## config.mk

```make
export PLATFORM = sky130hd
export DESIGN_NAME = decoder_3r_stage
export DESIGN_NICKNAME = d
export VERILOG_FILES = /design/src/rtl/decoder_3r_stage_pkg.sv /design/src/rtl/decoder_3r_stage_lane.sv /design/src/rtl/decoder_3r_stage.sv
export SDC_FILE = /design/constraint.sdc
export NUM_CORES = 1
export LEC_CHECK = 0
export BUFFER_PORTS_ARGS = -buffer_cell sky130_fd_sc_hd__buf_2
export CAP_MARGIN = 25
export CORE_AREA = 2 2 141 143
export DETAILED_ROUTE_END_ITERATION = 10
export DIE_AREA = 0 0 143 145
export PLACE_DENSITY = 0.73
export REMOVE_ABC_BUFFERS = 1
export SLEW_MARGIN = 20
export SYNTH_ARGS = -nofsm -noshare
export SYNTH_HDL_FRONTEND = slang
export SYNTH_SLANG_ARGS = --single-unit
export TNS_END_PERCENT = 5
```

## constraint.sdc

```tcl
create_clock -name clk -period 6.3 [get_ports clk]
set_input_delay 0.63 -clock clk [delete_from_list [all_inputs] [get_ports clk]]
set_output_delay 0.63 -clock clk [all_outputs]
set_load 0.005 [all_outputs]
```

## src/rtl/decoder_3r_stage_pkg.sv

```systemverilog
// Shared types and encodings for the 3R-type decode stage.
// Latency: n/a (types and constants only).
// Backpressure: n/a.
package decoder_3r_stage_pkg;

  localparam int ADDR_WIDTH    = 32;
  localparam int DATA_WIDTH    = 32;
  localparam int GPR_NUM       = 32;
  localparam int REG_AW        = $clog2(GPR_NUM);
  localparam int ALU_OP_WIDTH  = 8;
  localparam int ALU_SEL_WIDTH = 3;
  localparam int OPC_WIDTH     = 17;

  // One entry from the instruction buffer
  typedef struct packed {
    logic [DATA_WIDTH-1:0] instr;
    logic [ADDR_WIDTH-1:0] pc;
  } instr_buffer_info_t;

  // Decoded 3R instruction handed to dispatch
  typedef struct packed {
    logic                     decode_valid;
    logic [1:0]               reg_read_valid;
    logic [2*REG_AW-1:0]      reg_read_addr;   // {rk, rj}
    logic                     reg_write_valid;
    logic [REG_AW-1:0]        reg_write_addr;
    logic [ALU_OP_WIDTH-1:0]  aluop;
    logic [ALU_SEL_WIDTH-1:0] alusel;
    logic                     use_imm;
    logic [DATA_WIDTH-1:0]    imm;
    logic                     instr_break;
    logic                     instr_syscall;
    logic                     is_pri;
    logic                     not_commit_instr;
    logic [ADDR_WIDTH-1:0]    pc;
  } decode_3r_result_t;

  // 3R major opcodes, instr[31:15]
  localparam logic [OPC_WIDTH-1:0] OPC_ADD_W   = 17'h00020;
  localparam logic [OPC_WIDTH-1:0] OPC_SUB_W   = 17'h00022;
  localparam logic [OPC_WIDTH-1:0] OPC_SLT     = 17'h00024;
  localparam logic [OPC_WIDTH-1:0] OPC_SLTU    = 17'h00025;
  localparam logic [OPC_WIDTH-1:0] OPC_NOR     = 17'h00028;
  localparam logic [OPC_WIDTH-1:0] OPC_AND     = 17'h00029;
  localparam logic [OPC_WIDTH-1:0] OPC_OR      = 17'h0002A;
  localparam logic [OPC_WIDTH-1:0] OPC_XOR     = 17'h0002B;
  localparam logic [OPC_WIDTH-1:0] OPC_SLL_W   = 17'h0002E;
  localparam logic [OPC_WIDTH-1:0] OPC_SRL_W   = 17'h0002F;
  localparam logic [OPC_WIDTH-1:0] OPC_SRA_W   = 17'h00030;
  localparam logic [OPC_WIDTH-1:0] OPC_MUL_W   = 17'h00038;
  localparam logic [OPC_WIDTH-1:0] OPC_MULH_W  = 17'h00039;
  localparam logic [OPC_WIDTH-1:0] OPC_MULH_WU = 17'h0003A;
  localparam logic [OPC_WIDTH-1:0] OPC_DIV_W   = 17'h00040;
  localparam logic [OPC_WIDTH-1:0] OPC_MOD_W   = 17'h00041;
  localparam logic [OPC_WIDTH-1:0] OPC_DIV_WU  = 17'h00042;
  localparam logic [OPC_WIDTH-1:0] OPC_MOD_WU  = 17'h00043;
  localparam logic [OPC_WIDTH-1:0] OPC_BREAK   = 17'h00054;
  localparam logic [OPC_WIDTH-1:0] OPC_SYSCALL = 17'h00056;
  localparam logic [OPC_WIDTH-1:0] OPC_IDLE    = 17'h00C91;
  localparam logic [OPC_WIDTH-1:0] OPC_INVTLB  = 17'h00C93;
  localparam logic [OPC_WIDTH-1:0] OPC_DBAR    = 17'h070E4;
  localparam logic [OPC_WIDTH-1:0] OPC_IBAR    = 17'h070E5;

  // SYSCALL code the simulator uses as its stop marker
  localparam logic [14:0] NEMU_STOP_CODE = 15'h0011;

  // Execute operation codes
  localparam logic [ALU_OP_WIDTH-1:0] EXE_NOP_OP     = 8'h00;
  localparam logic [ALU_OP_WIDTH-1:0] EXE_ADD_OP     = 8'h01;
  localparam logic [ALU_OP_WIDTH-1:0] EXE_SUB_OP     = 8'h02;
  localparam logic [ALU_OP_WIDTH-1:0] EXE_SLT_OP     = 8'h03;
  localparam logic [ALU_OP_WIDTH-1:0] EXE_SLTU_OP    = 8'h04;
  localparam logic [ALU_OP_WIDTH-1:0] EXE_NOR_OP     = 8'h05;
  localparam logic [ALU_OP_WIDTH-1:0] EXE_AND_OP     = 8'h06;
  localparam logic [ALU_OP_WIDTH-1:0] EXE_OR_OP      = 8'h07;
  localparam logic [ALU_OP_WIDTH-1:0] EXE_XOR_OP     = 8'h08;
  localparam logic [ALU_OP_WIDTH-1:0] EXE_SLL_OP     = 8'h09;
  localparam logic [ALU_OP_WIDTH-1:0] EXE_SRL_OP     = 8'h0A;
  localparam logic [ALU_OP_WIDTH-1:0] EXE_SRA_OP     = 8'h0B;
  localparam logic [ALU_OP_WIDTH-1:0] EXE_MUL_OP     = 8'h0C;
  localparam logic [ALU_OP_WIDTH-1:0] EXE_MULH_OP    = 8'h0D;
  localparam logic [ALU_OP_WIDTH-1:0] EXE_MULHU_OP   = 8'h0E;
  localparam logic [ALU_OP_WIDTH-1:0] EXE_DIV_OP     = 8'h0F;
  localparam logic [ALU_OP_WIDTH-1:0] EXE_MOD_OP     = 8'h10;
  localparam logic [ALU_OP_WIDTH-1:0] EXE_DIVU_OP    = 8'h11;
  localparam logic [ALU_OP_WIDTH-1:0] EXE_MODU_OP    = 8'h12;
  localparam logic [ALU_OP_WIDTH-1:0] EXE_BREAK_OP   = 8'h13;
  localparam logic [ALU_OP_WIDTH-1:0] EXE_SYSCALL_OP = 8'h14;
  localparam logic [ALU_OP_WIDTH-1:0] EXE_IDLE_OP    = 8'h15;
  localparam logic [ALU_OP_WIDTH-1:0] EXE_INVTLB_OP  = 8'h16;

  // Result-select codes
  localparam logic [ALU_SEL_WIDTH-1:0] EXE_RES_NOP   = 3'd0;
  localparam logic [ALU_SEL_WIDTH-1:0] EXE_RES_LOGIC = 3'd1;
  localparam logic [ALU_SEL_WIDTH-1:0] EXE_RES_SHIFT = 3'd2;
  localparam logic [ALU_SEL_WIDTH-1:0] EXE_RES_ARITH = 3'd3;
  localparam logic [ALU_SEL_WIDTH-1:0] EXE_RES_MUL   = 3'd4;
  localparam logic [ALU_SEL_WIDTH-1:0] EXE_RES_DIV   = 3'd5;
  localparam logic [ALU_SEL_WIDTH-1:0] EXE_RES_PRIV  = 3'd6;

endpackage

```

## src/rtl/decoder_3r_stage_lane.sv

```systemverilog
// Single-instruction combinational decoder for 3R-type instructions.
// Latency: 0 cycles (pure combinational).
// Backpressure: none; the enclosing stage decides when results are taken.
module decoder_3r_lane
  import decoder_3r_stage_pkg::*;
#(
  parameter bit NEMU_STOP_SYSCALL = 1'b1
) (
  input  instr_buffer_info_t i_info,
  output decode_3r_result_t  o_result
);

  logic [OPC_WIDTH-1:0] w_opcode;
  logic [REG_AW-1:0]    w_rk;
  logic [REG_AW-1:0]    w_rj;
  logic [REG_AW-1:0]    w_rd;
  logic [14:0]          w_code;
  logic                 w_alu;

  assign w_opcode = i_info.instr[31:15];
  assign w_rk     = i_info.instr[14:10];
  assign w_rj     = i_info.instr[9:5];
  assign w_rd     = i_info.instr[4:0];
  assign w_code   = i_info.instr[14:0];

  // Opcode lookup; ALU ops share the {rk,rj}->rd register pattern applied at the end
  always_comb begin
    o_result              = '0;
    o_result.pc           = i_info.pc;
    o_result.decode_valid = 1'b1;
    w_alu                 = 1'b1;
    case (w_opcode)
      OPC_ADD_W:   begin o_result.aluop = EXE_ADD_OP;   o_result.alusel = EXE_RES_ARITH; end
      OPC_SUB_W:   begin o_result.aluop = EXE_SUB_OP;   o_result.alusel = EXE_RES_ARITH; end
      OPC_SLT:     begin o_result.aluop = EXE_SLT_OP;   o_result.alusel = EXE_RES_ARITH; end
      OPC_SLTU:    begin o_result.aluop = EXE_SLTU_OP;  o_result.alusel = EXE_RES_ARITH; end
      OPC_NOR:     begin o_result.aluop = EXE_NOR_OP;   o_result.alusel = EXE_RES_LOGIC; end
      OPC_AND:     begin o_result.aluop = EXE_AND_OP;   o_result.alusel = EXE_RES_LOGIC; end
      OPC_OR:      begin o_result.aluop = EXE_OR_OP;    o_result.alusel = EXE_RES_LOGIC; end
      OPC_XOR:     begin o_result.aluop = EXE_XOR_OP;   o_result.alusel = EXE_RES_LOGIC; end
      OPC_SLL_W:   begin o_result.aluop = EXE_SLL_OP;   o_result.alusel = EXE_RES_SHIFT; end
      OPC_SRL_W:   begin o_result.aluop = EXE_SRL_OP;   o_result.alusel = EXE_RES_SHIFT; end
      OPC_SRA_W:   begin o_result.aluop = EXE_SRA_OP;   o_result.alusel = EXE_RES_SHIFT; end
      OPC_MUL_W:   begin o_result.aluop = EXE_MUL_OP;   o_result.alusel = EXE_RES_MUL;   end
      OPC_MULH_W:  begin o_result.aluop = EXE_MULH_OP;  o_result.alusel = EXE_RES_MUL;   end
      OPC_MULH_WU: begin o_result.aluop = EXE_MULHU_OP; o_result.alusel = EXE_RES_MUL;   end
      OPC_DIV_W:   begin o_result.aluop = EXE_DIV_OP;   o_result.alusel = EXE_RES_DIV;   end
      OPC_MOD_W:   begin o_result.aluop = EXE_MOD_OP;   o_result.alusel = EXE_RES_DIV;   end
      OPC_DIV_WU:  begin o_result.aluop = EXE_DIVU_OP;  o_result.alusel = EXE_RES_DIV;   end
      OPC_MOD_WU:  begin o_result.aluop = EXE_MODU_OP;  o_result.alusel = EXE_RES_DIV;   end
      OPC_BREAK: begin
        w_alu                     = 1'b0;
        o_result.aluop            = EXE_BREAK_OP;
        o_result.alusel           = EXE_RES_PRIV;
        o_result.instr_break      = 1'b1;
        o_result.is_pri           = 1'b1;
        o_result.not_commit_instr = 1'b1;
      end
      OPC_SYSCALL: begin
        w_alu = 1'b0;
        // The simulator stop marker flows through as a plain NOP
        if (!(NEMU_STOP_SYSCALL && (w_code == NEMU_STOP_CODE))) begin
          o_result.aluop            = EXE_SYSCALL_OP;
          o_result.alusel           = EXE_RES_PRIV;
          o_result.instr_syscall    = 1'b1;
          o_result.is_pri           = 1'b1;
          o_result.not_commit_instr = 1'b1;
        end
      end
      OPC_IDLE: begin
        w_alu                     = 1'b0;
        o_result.aluop            = EXE_IDLE_OP;
        o_result.alusel           = EXE_RES_PRIV;
        o_result.is_pri           = 1'b1;
        o_result.not_commit_instr = 1'b1;
      end
      OPC_DBAR, OPC_IBAR: begin
        // Barriers are no-ops in an in-order backend
        w_alu = 1'b0;
      end
      OPC_INVTLB: begin
        w_alu                   = 1'b0;
        o_result.aluop          = EXE_INVTLB_OP;
        o_result.alusel         = EXE_RES_PRIV;
        o_result.reg_read_valid = 2'b11;
        o_result.reg_read_addr  = {w_rk, w_rj};
        o_result.use_imm        = 1'b1;
        o_result.imm            = {{(DATA_WIDTH-REG_AW){1'b0}}, w_rd};
        o_result.is_pri         = 1'b1;
      end
      default: begin
        // Unknown opcode: everything cleared except pc, which the INE handler needs
        w_alu    = 1'b0;
        o_result = '0;
        o_result.pc = i_info.pc;
      end
    endcase
    if (w_alu) begin
      o_result.reg_read_valid  = 2'b11;
      o_result.reg_read_addr   = {w_rk, w_rj};
      o_result.reg_write_valid = 1'b1;
      o_result.reg_write_addr  = w_rd;
    end
  end

endmodule

```

## src/rtl/decoder_3r_stage.sv

```systemverilog
// Multi-lane registered decode stage for 3R instructions; privileged ops go alone in lane 0.
// Latency: 1 cycle from acceptance to out_valid_o.
// Backpressure: whole output group holds while out_ready_i is low; consumed_o drops to 0.
module decoder_3r_stage
  import decoder_3r_stage_pkg::*;
#(
  parameter int DECODE_WIDTH      = 2,
  parameter bit NEMU_STOP_SYSCALL = 1'b1
) (
  input  logic                                   clk,
  input  logic                                   rst,
  input  logic                                   flush_i,
  input  logic [DECODE_WIDTH-1:0]                instr_valid_i,
  input  instr_buffer_info_t [DECODE_WIDTH-1:0]  instr_info_i,
  output logic [$clog2(DECODE_WIDTH+1)-1:0]      consumed_o,
  output logic [DECODE_WIDTH-1:0]                out_valid_o,
  output decode_3r_result_t [DECODE_WIDTH-1:0]   out_result_o,
  input  logic                                   out_ready_i,
  output logic [31:0]                            stall_cnt_o
);

  decode_3r_result_t [DECODE_WIDTH-1:0]  w_dec;
  logic [DECODE_WIDTH-1:0]               w_take;
  logic [$clog2(DECODE_WIDTH+1)-1:0]     w_n;
  logic                                  w_stop;
  logic                                  w_advance;

  logic [DECODE_WIDTH-1:0]               r_out_valid;
  decode_3r_result_t [DECODE_WIDTH-1:0]  r_out_result;
  logic [31:0]                           r_stall_cnt;

  for (genvar g = 0; g < DECODE_WIDTH; g++) begin : g_lane
    decoder_3r_lane #(
      .NEMU_STOP_SYSCALL(NEMU_STOP_SYSCALL)
    ) u_lane (
      .i_info  (instr_info_i[g]),
      .o_result(w_dec[g])
    );
  end

  assign w_advance = !(|r_out_valid) || out_ready_i;

  // Take the leading run of valid lanes; a privileged op ends the group (alone if in lane 0)
  always_comb begin
    w_take = '0;
    w_n    = '0;
    w_stop = 1'b0;
    if (w_advance && !flush_i && !rst) begin
      for (int i = 0; i < DECODE_WIDTH; i++) begin
        if (!w_stop) begin
          if (instr_valid_i[i] && ((i == 0) || !w_dec[i].is_pri)) begin
            w_take[i] = 1'b1;
            w_n       = w_n + 1'b1;
            if (w_dec[i].is_pri) w_stop = 1'b1;
          end else begin
            w_stop = 1'b1;
          end
        end
      end
    end
  end

  // Output group register: flush drops it, advance reloads it, otherwise hold
  always_ff @(posedge clk) begin
    if (rst) begin
      r_out_valid  <= '0;
      r_out_result <= '0;
    end else if (flush_i) begin
      r_out_valid  <= '0;
      r_out_result <= '0;
    end else if (w_advance) begin
      for (int i = 0; i < DECODE_WIDTH; i++) begin
        r_out_valid[i]  <= w_take[i];
        r_out_result[i] <= w_take[i] ? w_dec[i] : '0;
      end
    end
  end

  // Saturating count of cycles where a valid group was refused downstream
  always_ff @(posedge clk) begin
    if (rst) begin
      r_stall_cnt <= '0;
    end else if ((|r_out_valid) && !out_ready_i && !flush_i && (r_stall_cnt != '1)) begin
      r_stall_cnt <= r_stall_cnt + 32'd1;
    end
  end

  assign consumed_o   = w_n;
  assign out_valid_o  = r_out_valid;
  assign out_result_o = r_out_result;
  assign stall_cnt_o  = r_stall_cnt;

endmodule

```

==> results by group <==
Timing
  • Unrepaired setup endpoints after global routing: no
  • Max Freq: 307 MHz
  • Max transition margin: 0.425
  • Worst slew pin tran: 0.860 ns
  • Final Max Tran Viols: 0
  • Final worst-path cycle share: 0.516
  • Fin crit period: 3.25 ns
  • Final Hold Fails: 0
  • Final Setup Violations: 0
  • Layout Skew: 0.00750 ns
  • Setup TNS: 0 ns

Global route
  • First-pass GRT wire length: 33000 um
  • Initial antenna violation count: 1
  • Largest net degree at the start of global routing: 67
  • Overflow after GRT: 0
  • Vias in the first global route: 6339
  • Overall Global Routing Usage: 0.196

Pwr
  • Maximum VDD drop: 0.156 mV
  • Leakage power: 4.31 nW
  • Pwr Density: 241 nW/um^2
  • Total power: 0.00228 W

Final layout
  • Non-Filler Instances: 1360
  • Number of diodes: 0
  • Final #Nets: 1219
  • Final core occ: 0.494
  • Commonest cells after routing, fill and taps aside: buf_2 (308), dfxtp_1 (170), a22o_1 (97)
  • Commonest non-fill, non-tap cell in the layout: buf_2
  • Design area: 9490 um^2
  • Share of cells above drive strength 1: 0.326
  • Syn-to-layout area delta: 27.2%

Floorplanning
  • Row count: 51
  • Initial Util: 0.388
  • Die height: 145 um
  • Die width: 143 um
  • Die area: 20700 um^2
  • Core area: 19200 um^2
  • Top Ports: 368

Route
  • Vias per inst: 5.05
  • 1st-iter DRT viols: 343
  • Drt pass-1 iters: 5
  • Detailed Route WL: 21000 um
  • Vias after detailed routing: 6872
  • Antenna Nets Post-Route: 0
  • DRC viols: 0
  • WL per Instance: 15.4 um

CTS
  • Worst-path clk slew: 0.07 ns
  • H-tree depth: 4
  • CTS tree: done
  • Clock Root Buffer: clkbuf_16
  • CTS Buffer Depth: 2
  • Cts repair resizes: 0
  • # clock sinks: 170
  • CTS Buf Count: 17
  • Post-CTS Repair Setup Buffers: 0
  • Worst-Skew Late Latency: 0.42 ns
  • Hold-fix buffers at CTS: 0

Outcome
  • Status: complete, no violations

Yosys
  • Commonest register cell after synthesis: dfxtp_1
  • Async set-reset flop share out of synthesis: 0
  • Synth Register Bits: 170
  • Mapped Cells: 808
  • Synth Area per Inst: 9.23 um^2
  • Yosys cell types: 69
  • Mapped Area: 7460 um^2
  • Seq/Total Area, Yosys: 0.456
  • Post-synth EDFFs: 0
  • YS warnings: 0

Worst hold path
  • Hold Path Class: input port to flip-flop

Critical path
  • Startpoint Class: input port
  • Required time of the critical path: 5.67 ns
  • CP arrival: 2.62 ns
  • Crit path kind: input port to primary output
  • Most used cell, CP: nor2_1
  • Crit Path Max Fanout: 12
  • Crit path largest cell delay: 0.41 ns
  • Crit-path cells: buf_2, nor4_1, nand3_1, a211oi_1, nor2_1, ha_1, nor2_1, nor2_1, buf_2
  • Slowest CP cell: a211oi_1
  • Crit. End Element: primary output

Placement
  • Cells after DPL: 1328
  • Final weighted congestion in routability-driven placement: 0.883
  • Number of I/O port buffers: 307
  • DP Area: 8890 um^2
  • HPWL after detailed placement: 15600 um

Flow run
  • Maxcap violations: 0
==> logic make-up after synthesis <==
group           synth area share
simple gates               0.209
compound gates             0.194
flops                      0.456
buf+inv                   0.0963
xor+xnor                  0.0305
mux                      0.00839
fa+ha+maj                0.00470
other cells             0.000503
==> cells in the mapped netlist, types with 4 or more instances <==
| library cell | number | area share |
|---|---|---|
| a21oi_1 | 22 | 0.015 |
| a22o_1 | 97 | 0.11 |
| a22oi_1 | 10 | 0.010 |
| a31oi_1 | 4 | 0.0034 |
| and2_1 | 12 | 0.010 |
| and3_1 | 7 | 0.0059 |
| buf_1 | 4 | 0.0020 |
| buf_2 | 10 | 0.0067 |
| buf_4 | 63 | 0.063 |
| clkbuf_1 | 36 | 0.018 |
| dfxtp_1 | 170 | 0.46 |
| inv_1 | 7 | 0.0035 |
| mux2i_1 | 4 | 0.0054 |
| nand2_1 | 51 | 0.026 |
| nand2b_1 | 9 | 0.0075 |
| nand3_1 | 26 | 0.017 |
| nand4_1 | 14 | 0.012 |
| nand4b_1 | 5 | 0.0059 |
| nor2_1 | 63 | 0.032 |
| nor2b_1 | 11 | 0.0092 |
| nor3_1 | 29 | 0.019 |
| nor3b_1 | 5 | 0.0050 |
| nor4_1 | 10 | 0.0084 |
| nor4b_1 | 8 | 0.0094 |
| o21ai_0 | 13 | 0.0087 |
| o21ai_1 | 16 | 0.011 |
| o22ai_1 | 4 | 0.0034 |
| o31ai_1 | 6 | 0.0060 |
| or3_1 | 9 | 0.0075 |
| or4_1 | 4 | 0.0040 |
| xnor2_1 | 17 | 0.020 |
| xor2_1 | 9 | 0.011 |
==> critical path: cells and delay by family <==
family,cells,cell delay [ns]
AOI/OAI and AO/OA,1,0.41
adders and majority gates,1,0.32
buffers and inverters,2,0.23
and+or+nand+nor,5,1.03
==> final timing paths <==
path                                         end                          start  slack (ns)  cells after the start
setup / recovery                   consumed_o[0]              instr_info_i[124]        3.05                      9
setup reg to reg  out_result_o[194]$_SDFFE_PP0P_    out_valid_o[1]$_SDFFE_PP0P_        3.33                      6
hold / removal    out_result_o[122]$_SDFFE_PP0P_               instr_info_i[87]        0.42                      2
hold reg to reg    out_result_o[85]$_SDFFE_PP0P_  out_result_o[85]$_SDFFE_PP0P_        0.44                      2
==> where the power goes <==
part           switching (W)  total, W  internal, W  leakage, nW
sequential        0.00000556   0.00109      0.00108         1.37
combinational      0.0000825  0.000143    0.0000603         2.66
clock               0.000456   0.00105     0.000595        0.278
total               0.000544   0.00228      0.00174         4.31
==> cell type report <==
class                      instances  area (um^2)
multi-input combinational        574         3570
timing repair buffer             311         1560
tap                              265          332
clock inverter                    13          158
inverter                           9         33.8
clock buffer                      18          429
fill                            1803         9720
sequential                       170         3400
==> stage by stage <==
step,hold WS (ns),worst slack (ns)
6_report,0.417,3.05
5_1_grt,0.398,2.85
4_1_cts,0.398,2.63
3_5_place_dp,0.435,2.63
3_3_place_gp,0.433,2.69
2_1_floorplan,0.439,1.02
==> layer usage <==
layer  wire [um]  GRT usage  share of wire  up-vias
met5           0          0              0        -
met4         356     0.0594          0.017        0
met3        1300     0.0449          0.062       25
met2       10100      0.322           0.48      236
met1        9200      0.256           0.44     3250
li1            -          -              -     3361
==> registers in the layout, summed over array words and instances, names as in the netlist <==
register	cells
out_valid_o	2
stall_cnt_o	32
out_result_o	136
Power figures use the tool's default switching activity.
